$ cat config.mk
export PLATFORM = sky130hd
export DESIGN_NAME = fb_buffer_ctrl
export DESIGN_NICKNAME = d
export VERILOG_FILES = /design/src/rtl/fb_pkg.sv /design/src/rtl/fb_read_gen.sv /design/src/rtl/fb_buffer_ctrl.sv
export SDC_FILE = /design/constraint.sdc
export NUM_CORES = 1
export LEC_CHECK = 0
export ABC_AREA = 0
export CORE_AREA = 4 4 89 91
export CTS_CLUSTER_SIZE = 12
export DETAILED_ROUTE_END_ITERATION = 12
export DIE_AREA = 0 0 93 95
export PLACE_DENSITY = 0.95
export SYNTH_ARGS = -nofsm -noshare
export SYNTH_HDL_FRONTEND = slang
export SYNTH_HIERARCHICAL = 1
export SYNTH_SLANG_ARGS = --single-unit
$ cat constraint.sdc
create_clock -name clk -period 4.4 [get_ports clk]
set_input_delay 0.88 -clock clk [delete_from_list [all_inputs] [get_ports clk]]
set_output_delay 0.88 -clock clk [all_outputs]
set_load 0.03 [all_outputs]
$ cat src/rtl/fb_pkg.sv
// Shared types and helpers for the framebuffer buffer manager.
package fb_pkg;

    typedef enum logic [2:0] {StIdle, StWait, StClear, StDraw, StDone} fb_state_e;

    localparam int unsigned MaxNbuf = 3;

    typedef logic [1:0] buf_idx_t;

    // Lowest buffer neither on display nor queued for display; returns nbuf when none is free.
    function automatic int unsigned pick_free(input int unsigned nbuf,
                                              input int unsigned disp_idx,
                                              input int unsigned ready_idx,
                                              input logic        ready_valid);
        int unsigned pick;
        pick = nbuf;
        for (int unsigned i = 0; i < MaxNbuf; i++) begin
            if (pick == nbuf && i < nbuf && i != disp_idx && !(ready_valid && i == ready_idx)) begin
                pick = i;
            end
        end
        return pick;
    endfunction

endpackage

$ cat src/rtl/fb_read_gen.sv
// Display readout: framebuffer line/pixel counters driving the linebuffer input enable
// and the framebuffer read address.
module fb_read_gen
    import fb_pkg::*;
#(
    parameter int unsigned FB_WIDTH  = 320,
    parameter int unsigned FB_HEIGHT = 180,
    parameter int unsigned FB_SCALE  = 2,
    parameter int unsigned ADDRW     = $clog2(FB_WIDTH * FB_HEIGHT)
) (
    input  logic             clk,
    input  logic             rst_n,
    input  logic             frame,
    input  logic             line,
    input  logic             line0,
    output logic             lb_en_in,
    output logic [ADDRW-1:0] fb_addr_read
);

    localparam int unsigned FbPix = FB_WIDTH * FB_HEIGHT;
    localparam int unsigned LineW = (FB_SCALE > 1) ? $clog2(FB_SCALE) : 1;
    localparam int unsigned XW    = $clog2(FB_WIDTH + 1);
    localparam logic [ADDRW-1:0] LastAddr  = ADDRW'(FbPix - 1);
    localparam logic [LineW-1:0] LastScale = LineW'(FB_SCALE - 1);

    logic [LineW-1:0] cnt_lb_line_q;
    logic             lb_line_q;
    logic [XW-1:0]    cnt_lbx_q;
    logic [ADDRW-1:0] addr_q;
    logic             en;

    // Only the first display line of each scaled group loads the linebuffer.
    assign en = lb_line_q && (cnt_lb_line_q == '0) && (cnt_lbx_q < XW'(FB_WIDTH));

    always_ff @(posedge clk) begin
        if (!rst_n) begin
            cnt_lb_line_q <= '0;
            lb_line_q     <= 1'b0;
            cnt_lbx_q     <= '0;
            addr_q        <= '0;
        end else begin
            if (line0) begin
                cnt_lb_line_q <= '0;
            end else if (line) begin
                cnt_lb_line_q <= (cnt_lb_line_q == LastScale) ? '0 : cnt_lb_line_q + LineW'(1);
            end

            if (frame) begin
                lb_line_q <= 1'b0;
            end else if (line0) begin
                lb_line_q <= 1'b1;
            end

            if (line) begin
                cnt_lbx_q <= '0;
            end else if (en) begin
                cnt_lbx_q <= cnt_lbx_q + XW'(1);
            end

            // Frame restart wins; the address holds at the last pixel rather than running past it.
            if (frame) begin
                addr_q <= '0;
            end else if (en && addr_q != LastAddr) begin
                addr_q <= addr_q + ADDRW'(1);
            end
        end
    end

    assign lb_en_in     = en;
    assign fb_addr_read = addr_q;

endmodule

$ cat src/rtl/fb_buffer_ctrl.sv
// N-buffered framebuffer manager: picks/clears the draw buffer, starts the renderer,
// publishes finished buffers at frame start and muxes writes into the framebuffers.
module fb_buffer_ctrl
    import fb_pkg::*;
#(
    parameter int unsigned NBUF      = 2,
    parameter int unsigned FB_WIDTH  = 320,
    parameter int unsigned FB_HEIGHT = 180,
    parameter int unsigned FB_SCALE  = 2,
    parameter int unsigned DATAW     = 4,
    parameter int unsigned ADDRW     = $clog2(FB_WIDTH * FB_HEIGHT)
) (
    input  logic                    clk,
    input  logic                    rst_n,
    input  logic                    frame,
    input  logic                    line,
    input  logic                    line0,
    input  logic                    clear_en,
    input  logic [DATAW-1:0]        clear_colr,
    output logic                    render_start,
    input  logic                    render_done,
    input  logic                    draw_we,
    input  logic [ADDRW-1:0]        draw_addr,
    input  logic [DATAW-1:0]        draw_colr,
    output logic [NBUF-1:0]         fb_we,
    output logic [ADDRW-1:0]        fb_addr_write,
    output logic [DATAW-1:0]        fb_colr_write,
    output logic [ADDRW-1:0]        fb_addr_read,
    output logic [$clog2(NBUF)-1:0] fb_rsel,
    output logic                    lb_en_in,
    output logic                    busy,
    output logic [7:0]              cnt_drop
);

    localparam int unsigned IdxW  = $clog2(NBUF);
    localparam int unsigned FbPix = FB_WIDTH * FB_HEIGHT;
    localparam logic [ADDRW-1:0] LastAddr = ADDRW'(FbPix - 1);

    fb_state_e        state_q, state_d;
    logic [IdxW-1:0]  draw_idx_q, disp_idx_q, ready_idx_q, free_idx;
    logic             ready_valid_q, free_found, publish;
    logic [31:0]      free_sel;
    logic [DATAW-1:0] clr_colr_q;
    logic [ADDRW-1:0] clr_addr_q;
    logic [7:0]       cnt_drop_q;
    logic             render_start_q;
    logic [NBUF-1:0]  fb_we_q, fb_we_d;
    logic [ADDRW-1:0] fb_addr_write_q, fb_addr_write_d;
    logic [DATAW-1:0] fb_colr_write_q, fb_colr_write_d;

    assign free_sel   = pick_free(NBUF, 32'(disp_idx_q), 32'(ready_idx_q), ready_valid_q);
    assign free_found = free_sel < NBUF;
    assign free_idx   = free_sel[IdxW-1:0];

    // A finish is published on the render_done edge so a coincident frame can take it at once.
    assign publish = (state_q == StDraw) && render_done;

    always_comb begin
        state_d         = state_q;
        fb_we_d         = '0;
        fb_addr_write_d = draw_addr;
        fb_colr_write_d = draw_colr;
        unique case (state_q)
            StIdle: begin
                if (frame) state_d = StWait;
            end
            StWait: begin
                if (free_found) state_d = clear_en ? StClear : StDraw;
            end
            StClear: begin
                fb_we_d         = NBUF'(1) << draw_idx_q;
                fb_addr_write_d = clr_addr_q;
                fb_colr_write_d = clr_colr_q;
                if (clr_addr_q == LastAddr) state_d = StDraw;
            end
            StDraw: begin
                fb_we_d = draw_we ? (NBUF'(1) << draw_idx_q) : '0;
                if (render_done) state_d = StDone;
            end
            StDone: begin
                state_d = StWait;
            end
            default: begin
                state_d = StIdle;
            end
        endcase
    end

    always_ff @(posedge clk) begin
        if (!rst_n) begin
            state_q         <= StIdle;
            draw_idx_q      <= '0;
            disp_idx_q      <= '0;
            ready_idx_q     <= '0;
            ready_valid_q   <= 1'b0;
            clr_colr_q      <= '0;
            clr_addr_q      <= '0;
            cnt_drop_q      <= '0;
            render_start_q  <= 1'b0;
            fb_we_q         <= '0;
            fb_addr_write_q <= '0;
            fb_colr_write_q <= '0;
        end else begin
            state_q         <= state_d;
            render_start_q  <= (state_d == StDraw) && (state_q != StDraw);
            fb_we_q         <= fb_we_d;
            fb_addr_write_q <= fb_addr_write_d;
            fb_colr_write_q <= fb_colr_write_d;
            clr_addr_q      <= (state_q == StClear) ? clr_addr_q + ADDRW'(1) : '0;

            if (state_q == StWait && free_found) begin
                draw_idx_q <= free_idx;
                clr_colr_q <= clear_colr;
            end

            if (frame) begin
                if (publish) begin
                    disp_idx_q <= draw_idx_q;
                end else if (ready_valid_q) begin
                    disp_idx_q <= ready_idx_q;
                end
                ready_valid_q <= 1'b0;
            end else if (publish) begin
                ready_idx_q   <= draw_idx_q;
                ready_valid_q <= 1'b1;
            end

            // An undisplayed ready buffer superseded by a newer one counts as dropped.
            if (publish && ready_valid_q && cnt_drop_q != 8'hff) begin
                cnt_drop_q <= cnt_drop_q + 8'd1;
            end
        end
    end

    fb_read_gen #(
        .FB_WIDTH  (FB_WIDTH),
        .FB_HEIGHT (FB_HEIGHT),
        .FB_SCALE  (FB_SCALE),
        .ADDRW     (ADDRW)
    ) u_read_gen (
        .clk          (clk),
        .rst_n        (rst_n),
        .frame        (frame),
        .line         (line),
        .line0        (line0),
        .lb_en_in     (lb_en_in),
        .fb_addr_read (fb_addr_read)
    );

    assign render_start  = render_start_q;
    assign fb_we         = fb_we_q;
    assign fb_addr_write = fb_addr_write_q;
    assign fb_colr_write = fb_colr_write_q;
    assign fb_rsel       = disp_idx_q;
    assign busy          = (state_q != StIdle) && (state_q != StWait);
    assign cnt_drop      = cnt_drop_q;

endmodule
==> results.sh <==
export IMPL_outcome="finished, final reports clean"
export IMPL_die_h_um=95
export IMPL_rows=31
export IMPL_die_w_um=93
export IMPL_path_class="reg -> out"
export IMPL_synth_nets=480
export IMPL_r2r_cells=4
export IMPL_synth_top_area_share_pct=44.2
export IMPL_rsz0062_at_grt="false"
export IMPL_rrSetupSlack_ns=1.55
export IMPL_setup_viol=0
export IMPL_wire_per_inst_um=15.4
export IMPL_switching_share_pct=25.0
export IMPL_p_per_area_nw_per_um2=323
export IMPL_ys_seq_elements=85
export IMPL_vias_per_cell=5.79
export IMPL_first_iter_violations=176
export IMPL_critPathRequiredTime_ns=3.52
export IMPL_arrival_ns=2.44
export IMPL_maxSlewViolCount=0
export IMPL_hold_violations=0
export IMPL_die_area_um2=8840
export IMPL_start_util_pct=53.9
export IMPL_syn_inst=444
export IMPL_layout_common_cells="85 x dfxtp_1, 81 x clkdlybuf4s50_1, 67 x nand2_1"
export IMPL_drtAntennaViolNets=0
export IMPL_path_max_fanout=15
export IMPL_postCtsResizedCells=0
export IMPL_vdd_ir_drop_max_mv=0.165
export IMPL_postCtsSetupRepairBufs=0
export IMPL_synth_edff_count=0
export IMPL_synth_distinct_cells=63
export IMPL_synth_seq_area_share_pct=44.2
export IMPL_dp_hpwl_mm=6.70
export IMPL_combPwrFrac_pct=11.1
export IMPL_first_global_vias=3415
export IMPL_min_delay_start="clr_colr_q[0]"
export IMPL_core_area_um2=7140
export IMPL_final_nets=554
export IMPL_drt_first_pass_iters=5
export IMPL_h_tree_depth=3
export IMPL_p_seq_share_pct=50.9
export IMPL_drive_gt1_share_pct=6.12
export IMPL_path_clk_slew_ns=0.08
export IMPL_final_common_cell="dfxtp_1"
export IMPL_cts_tree="done"
export IMPL_pin_count=82
export IMPL_dr_total_vias=3600
export IMPL_grt_pass1_wl_mm=15.8
export IMPL_p_clk_share_pct=38.0
export IMPL_slew_headroom_pct=36.4
export IMPL_power_switching_mw=0.397
export IMPL_whs_endpoint="fb_colr_write[0]"
export IMPL_p_int_mw=1.19
export IMPL_clockRootBuffer="clkbuf_8"
export IMPL_netlist_area_um2=3850
export IMPL_syn_avg_cell_area_um2=8.67
export IMPL_numPortBuffers=81
export IMPL_antenna_found_initial=0
export IMPL_cp_end_kind="primary output"
export IMPL_p_leak_nw=1.64
export IMPL_r2r_start="state_q[1]"
export IMPL_period_minus_slack_ns=3.32
export IMPL_cts_hold_buffers_added=0
export IMPL_cts_buffers=9
export IMPL_grt_util_all_layers_pct=22.3
export IMPL_cts_num_sinks=85
export IMPL_drc=0
export IMPL_rr_endpoint="clr_addr_q[12]"
export IMPL_synth_main_ff_cell="dfxtp_1"
export IMPL_wirelength_mm=9.56
export IMPL_finalSetupTns_ns=0
export IMPL_antenna_cells=0
export IMPL_maxCapViolCount=0
export IMPL_grt_ovfl_total=0
export IMPL_worstSkewPairLatency_ns=0.35
export IMPL_yosys_area_top_type="dfxtp_1"
export IMPL_grt_max_degree=35
export IMPL_syn_to_final_growth_pct=27.6
export IMPL_tightestPinTransition_ns=0.948
export IMPL_crit_path_start_kind="flip-flop"
export IMPL_yosys_warnings=6
export IMPL_skew_ns=0.00594
export IMPL_max_freq_ghz=0.302
export IMPL_cts_path_max_buffers=2
export IMPL_report_power_total_mw=1.59
export IMPL_fin_crit_sh_pct=75.4
export IMPL_netlist_top_cells_area="dfxtp_1 44%, nand2_1 6.5%, a21oi_1 6.0%"
export IMPL_holdPathStages=2
export IMPL_worstHoldPathType="reg -> reg"
export IMPL_gp_congestion=0.877
export IMPL_async_flop_share_pct=0
## final cells by class
class,instances,area (µm²)
well taps,99,124
fillers,553,2220
clock buffers,10,128
inverters,12,45.0
multi-input cells,328,2010
clock inverters,6,86.3
flip-flops and latches,85,1700
repair buffers,82,818
## cells by family after synthesis
logic type	Yosys count	share of synthesized area, %
AND/OR/NAND/NOR	204	29.6
AO/OA/AOI/OAI	95	15.3
flip-flops	85	44.2
buffers and inverters	31	3.57
XOR/XNOR	15	3.41
multiplexers	10	2.60
adder cells (fa/ha/maj)	4	1.30
## per-stage QoR
stage	worst slack, ns	std cells	cell area, µm²	util [%]	hold WS [ns]
floorplan	2.39	444	3850	-	0.431
global placement	1.52	606	4700	65.8	0.436
detailed placement	1.45	606	4700	65.8	0.447
CTS	1.10	622	4910	68.8	0.457
global route	0.903	622	4910	68.8	0.487
finish	1.08	622	4910	68.8	0.455
## metal layers
metal	share of wire, %	GRT usage (%)	up-vias
li1	-	-	1756
met1	41	27.1	1700
met2	51	38.6	134
met3	6.4	5.18	10
met4	1.3	8.06	0
met5	0	0	-
## sequential cells by signal, summed over array words and instances, names as in the netlist
signal and flops:
u_read_gen/fb_addr_read 16, fb_rsel 1, u_read_gen/cnt_lbx_q 9, fb_colr_write 4, fb_we 2, clr_addr_q 16
draw_idx_q 1, render_start 1, u_read_gen/lb_line_q 1, cnt_drop 8, ready_valid_q 1, clr_colr_q 4
u_read_gen/cnt_lb_line_q 1, ready_idx_q 1, state_q 3, fb_addr_write 16
## critical path, cell delays in order (launching register included)
cell and delay [ns]:
dfxtp_1 0.37, nor2b_1 0.37, nand2_1 0.38, inv_1 0.26, clkdlybuf4s50_1 0.71
## power groups by stage
stage	clock, mW	combinational (mW)	sequential [mW]
3_5_place_dp	0	0.175	0.826
5_1_grt	0.645	0.190	0.810
2_1_floorplan	0	0.0748	0.848
4_1_cts	0.609	0.176	0.807
3_3_place_gp	0	0.171	0.825
6_report	0.603	0.176	0.808
## cells in the mapped netlist (10+ instances only)
| master | count |
|---|---|
| dfxtp_1 | 85 |
| nand2_1 | 67 |
| a21oi_1 | 46 |
| nor2_1 | 32 |
| nand3_1 | 20 |
| o21ai_0 | 14 |
| clkbuf_1 | 13 |
| inv_1 | 11 |
| mux2i_1 | 10 |
| nand4_1 | 10 |
| or3_1 | 10 |
## worst max-delay path by stage
stage,startpoint,end
finish,u_read_gen/lb_line_q,lb_en_in
global route,u_read_gen/cnt_lbx_q[6],lb_en_in
CTS,u_read_gen/lb_line_q,lb_en_in
detailed placement,rst_n,fb_rsel
global placement,rst_n,render_start
floorplan,u_read_gen/fb_addr_read[0],u_read_gen/fb_addr_read[14]
Power figures use the tool's default switching activity.
